### src/rtl/xrs_pkg.sv
// Shared widths and the write-extension mode type for the XRS register file.
// The same-cycle write-to-read bypass is built only when XRS_BYPASS_EN is defined.
package xrs_pkg;

    localparam int XLEN   = 64;
    localparam int REG_AW = 5;
    localparam int NREGS  = 32;

    typedef enum logic [2:0] {
        NONE,
        SX8,
        SX16,
        SX32,
        SX64,
        ZX8,
        ZX16,
        ZX32
    } ext_mode_e;

    // Widen the low bits of d according to the selected extension mode.
    function automatic logic [XLEN-1:0] extend(input ext_mode_e mode, input logic [XLEN-1:0] d);
        logic [XLEN-1:0] r;
        r = '0;
        case (mode)
            SX8:     r = {{56{d[7]}}, d[7:0]};
            SX16:    r = {{48{d[15]}}, d[15:0]};
            SX32:    r = {{32{d[31]}}, d[31:0]};
            SX64:    r = d;
            ZX8:     r = {56'd0, d[7:0]};
            ZX16:    r = {48'd0, d[15:0]};
            ZX32:    r = {32'd0, d[31:0]};
            default: r = '0;
        endcase
        return r;
    endfunction

endpackage

### src/rtl/xrs_ext.sv
// Write-strobe priority encoder and extension datapath for the XRS register file.
// Purely combinational; produces a write enable and the widened write data.
module xrs_ext
    import xrs_pkg::*;
(
    input  logic            sx8,
    input  logic            sx16,
    input  logic            sx32,
    input  logic            sx64,
    input  logic            zx8,
    input  logic            zx16,
    input  logic            zx32,
    input  logic [XLEN-1:0] din,
    output logic            we,
    output logic [XLEN-1:0] wdata
);

    ext_mode_e mode;

    // Wider sign-extending strobes win, then zero-extending ones from widest down.
    always_comb begin
        mode = NONE;
        if (sx64)       mode = SX64;
        else if (sx32)  mode = SX32;
        else if (sx16)  mode = SX16;
        else if (sx8)   mode = SX8;
        else if (zx32)  mode = ZX32;
        else if (zx16)  mode = ZX16;
        else if (zx8)   mode = ZX8;
    end

    assign we    = (mode != NONE);
    assign wdata = extend(mode, din);

endmodule

### src/rtl/xrs.sv
// XRS: 32 x 64-bit register file, one extending write port, two registered read ports.
// Define XRS_BYPASS_EN to forward same-cycle write data to a matching read index.
module xrs
    import xrs_pkg::*;
(
    input  logic              clk_i,
    input  logic              reset_i,
    input  logic [REG_AW-1:0] rd_i,
    input  logic [XLEN-1:0]   rdat_i,
    input  logic              rsx8_i,
    input  logic              rsx16_i,
    input  logic              rsx32_i,
    input  logic              rsx64_i,
    input  logic              rzx8_i,
    input  logic              rzx16_i,
    input  logic              rzx32_i,
    input  logic [REG_AW-1:0] ra_i,
    input  logic [REG_AW-1:0] rb_i,
    output logic [XLEN-1:0]   rdata_o,
    output logic [XLEN-1:0]   rdatb_o
);

    logic [XLEN-1:0] regs [NREGS];

    logic            ext_we;
    logic [XLEN-1:0] ext_wdata;
    logic            wr_en;

    xrs_ext u_ext (
        .sx8   (rsx8_i),
        .sx16  (rsx16_i),
        .sx32  (rsx32_i),
        .sx64  (rsx64_i),
        .zx8   (rzx8_i),
        .zx16  (rzx16_i),
        .zx32  (rzx32_i),
        .din   (rdat_i),
        .we    (ext_we),
        .wdata (ext_wdata)
    );

    // x0 is never stored; reset swallows any write issued in the same cycle.
    assign wr_en = ext_we && !reset_i && (rd_i != '0);

    always_ff @(posedge clk_i) begin
        if (wr_en) begin
            regs[rd_i] <= ext_wdata;
        end
    end

    logic [1:0][REG_AW-1:0] raddr;
    assign raddr[0] = ra_i;
    assign raddr[1] = rb_i;

    generate
        for (genvar gi = 0; gi < 2; gi++) begin : g_rport
            logic [XLEN-1:0] rdat_next;
            logic [XLEN-1:0] rdat_reg;

            always_comb begin
                rdat_next = regs[raddr[gi]];
                if (raddr[gi] == '0) begin
                    rdat_next = '0;
                end
`ifdef XRS_BYPASS_EN
                else if (wr_en && (raddr[gi] == rd_i)) begin
                    rdat_next = ext_wdata;
                end
`endif
            end

            always_ff @(posedge clk_i) begin
                if (reset_i) begin
                    rdat_reg <= '0;
                end else begin
                    rdat_reg <= rdat_next;
                end
            end
        end
    endgenerate

    assign rdata_o = g_rport[0].rdat_reg;
    assign rdatb_o = g_rport[1].rdat_reg;

endmodule

### config.mk
export PLATFORM = sky130hd
export DESIGN_NAME = xrs
export DESIGN_NICKNAME = d
export VERILOG_FILES = /design/src/rtl/xrs_pkg.sv /design/src/rtl/xrs_ext.sv /design/src/rtl/xrs.sv
export SDC_FILE = /design/constraint.sdc
export NUM_CORES = 2
export LEC_CHECK = 0
export CAP_MARGIN = 10
export CORE_UTILIZATION = 40
export DETAILED_ROUTE_END_ITERATION = 8
export DONT_BUFFER_PORTS = 1
export GPL_TIMING_DRIVEN = 1
export MAX_ROUTING_LAYER = met4
export PLACE_DENSITY = 0.54
export SLEW_MARGIN = 15
export SYNTH_ARGS = -nofsm -noshare
export SYNTH_HDL_FRONTEND = slang
export SYNTH_SLANG_ARGS = --single-unit
### constraint.sdc
create_clock -name clk_i -period 21.8 [get_ports clk_i]
set_input_delay 6.54 -clock clk_i [delete_from_list [all_inputs] [get_ports clk_i]]
set_output_delay 6.54 -clock clk_i [all_outputs]
set_load 0.1 [all_outputs]
==> impl_metrics.env <==
export IMPL_status="finished, violations left"
export IMPL_violations="DRC, slew limit"
export IMPL_slew_headroom_pct=-4.98
export IMPL_finalHoldViolCount=0
export IMPL_synth_top_area_share_pct=64.3
export IMPL_initialDrtViolationCount=6071
export IMPL_finalCritPeriodShare_pct=45.8
export IMPL_tritoncts="done"
export IMPL_max_freq_mhz=100
export IMPL_drive_gt1_share_pct=24.9
export IMPL_arrival_ns=10.76
export IMPL_hold_buffers=0
export IMPL_synth_ff_type="edfxtp_1"
export IMPL_post_place_ws_ns=11.67
export IMPL_pwr_density_cell_mw_per_mm2=87.9
export IMPL_hold_path_class="register to register"
export IMPL_cts_root_buf="clkbuf_16"
export IMPL_vias=54000
export IMPL_cp_required_ns=22.56
export IMPL_io_pins=216
export IMPL_syn_area_mm2=0.0956
export IMPL_multi_input_area_mm2=0.0303
export IMPL_clock_sinks=2175
export IMPL_cp_end_kind="register"
export IMPL_vias_per_cell=6.38
export IMPL_die_y_um=491
export IMPL_worst_pin_slew_ns=1.57
export IMPL_drv_slew=80
export IMPL_cts_clk_slew_worst_paths_ns=0.06
export IMPL_htree_num_levels=4
export IMPL_rows=179
export IMPL_cts_resized_gates=0
export IMPL_seq_area_mm2=0.0640
export IMPL_cts_setup_buffers=0
export IMPL_synth_area_leaders="edfxtp_1, mux4_2, mux2i_1, a22oi_1, dfxtp_1"
export IMPL_p_leak_nw=33.5
export IMPL_crit_type="input port to register"
export IMPL_ys_ff_latch=2175
export IMPL_grt_pass1_wl_mm=430
export IMPL_period_minus_slack_ns=9.99
export IMPL_yosysTopAreaCell="edfxtp_1"
export IMPL_yosysUniqueCellTypes=57
export IMPL_gp_congestion=0.796
export IMPL_async_flop_share_pct=0
export IMPL_synth_seq_area_share_pct=67.0
export IMPL_numCtsBuffers=229
export IMPL_grt_max_degree=643
export IMPL_startpoint_type="input port"
export IMPL_synth_xor_area_share_pct=0
export IMPL_first_pass_iters=9
export IMPL_synth_adder_area_share_pct=0
export IMPL_synth_edff_count=2047
export IMPL_setup_tns_ns=0
export IMPL_grt_pass1_vias=55000
export IMPL_drv_cap=0
export IMPL_netlist_instances=5058
export IMPL_track_usage_pct=26.1
export IMPL_clock_latency_ns=0.90
export IMPL_setup_violations=0
export IMPL_synth_simple_area_share_pct=2.39
export IMPL_synth_most_common_cell="edfxtp_1"
export IMPL_antenna_found_initial=24
export IMPL_nFillCells=20400
export IMPL_ir_drop_uv=75.9
export IMPL_numPortBuffers=0
export IMPL_routed_wl_mm=309
export IMPL_postLayoutSetupSlackWorst_ns=11.81
export IMPL_drt_drc_violations_left=40
export IMPL_whs_ns=0.659
export IMPL_synth_warnings=0
export IMPL_area_growth_pct=12.0
export IMPL_muxShareOfSynthArea_pct=22.7
export IMPL_initial_core_util_pct=40.2
export IMPL_skew_ns=0.0564
export IMPL_finish_utilization_pct=45.0
export IMPL_cp_max_fo=172
export IMPL_dp_hpwl_mm=161
export IMPL_fin_total_pwr_mw=9.41
export IMPL_synth_compound_area_share_pct=5.93
export IMPL_detail_route_wl_per_cell_um=36.5
export IMPL_die_area_mm2=0.241
export IMPL_grt_setup_unrepaired="no"
export IMPL_ctsLongestPathBuffers=3
export IMPL_die_x_um=491
export IMPL_nets=5169
export IMPL_syn_area_per_cell_um2=18.9
export IMPL_core_mm2=0.238
export IMPL_gr_total_overflow=0
export IMPL_synth_top_family_by_area="multiplexers"
export IMPL_drtAntennaViolNets=0
export IMPL_synth_common_cells="edfxtp_1, mux4_2, a22oi_1"
-- layout by cell type, fill, tap and decap left out, types with 4 or more instances in the layout --
cell / instances
edfxtp_1: 2047
mux4_2: 703
a22oi_1: 639
mux2i_1: 512
clkbuf_16: 234
nand3_1: 129
nand4_1: 126
dfxtp_1: 126
buf_4: 112
clkbuf_1: 80
nor2_1: 70
mux2_2: 65
a21oi_1: 63
conb_1: 63
a21o_1: 41
clkinv_2: 39
nor2_4: 31
clkinv_1: 30
clkbuf_8: 29
diode_2: 19
buf_16: 17
inv_1: 9
nor2b_4: 8
a21o_2: 8
o21ai_1: 6
nand2_1: 6
bufinv_16: 6
nand2b_1: 5
nor3_4: 5
nor3b_2: 5
or3b_4: 4
clkinv_16: 4
-- metal layers --
layer / share of wire (%) / global-route usage (%) / vias to the layer above
met5: 0 / - / -
met4: 3.7 / 9.75 / 0
li1: - / - / 21700
met3: 6.8 / 4.14 / 595
met2: 50 / 42.1 / 2303
met1: 40 / 33.2 / 29400
-- cell families after synthesis --
| group | after synthesis |
|---|---|
| muxes | 1280 |
| AOI/OAI and AO/OA | 774 |
| other | 1 |
| DFF | 2175 |
| buffers and inverters | 411 |
| and+or+nand+nor | 417 |
-- state kept, by name, summed over array words and instances (netlist names) --
signal / count
rdata_o: 64
rdatb_o: 64
regs: 2047
-- final timing paths --
path,from,slack [ns],cells past startpoint,to
worst max-delay path,rb_i[1],11.81,8,rdatb_o[58]
worst min-delay path,regs[2][57],0.66,4,rdata_o[57]
worst max register to register,regs[7][51],19.87,3,rdatb_o[51]
worst min register to register,regs[2][57],0.66,4,rdata_o[57]
-- where the power goes --
| part | total [mW] | internal, mW | switching (mW) | leakage [nW] |
|---|---|---|---|---|
| Combinational | 0.653 | 0.238 | 0.415 | 11.1 |
| Sequential | 4.95 | 4.70 | 0.246 | 18.8 |
| Clock | 3.80 | 2.15 | 1.66 | 3.57 |
| Total | 9.41 | 7.09 | 2.32 | 33.5 |
-- critical path: stages --
cell and delay, ns:
buf_16 0.62, buf_16 0.83, buf_16 0.64, o21ai_1 0.20, nor3_4 0.19, buf_12 0.50
a22oi_1 0.28, nand4_1 0.30
-- layout make-up --
class,count,area share [%]
flip-flops and latches,2175,59.8
diodes,19,0.0444
clock buffers,343,6.12
clock inverters,92,0.698
multi-input cells,2534,28.3
repair buffers,132,1.28
inverters,9,0.0316
well taps,3167,3.70
-- metrics by stage --
stage                     instances  instance area (µm²)
final                          8471               107000
after global routing           8466               107000
after CTS                      8435               107000
after detailed placement       8000                99200
after global placement         8000                99200
after floorplan                5120                95800
Note: power is estimated with default switching activity, not from simulation.
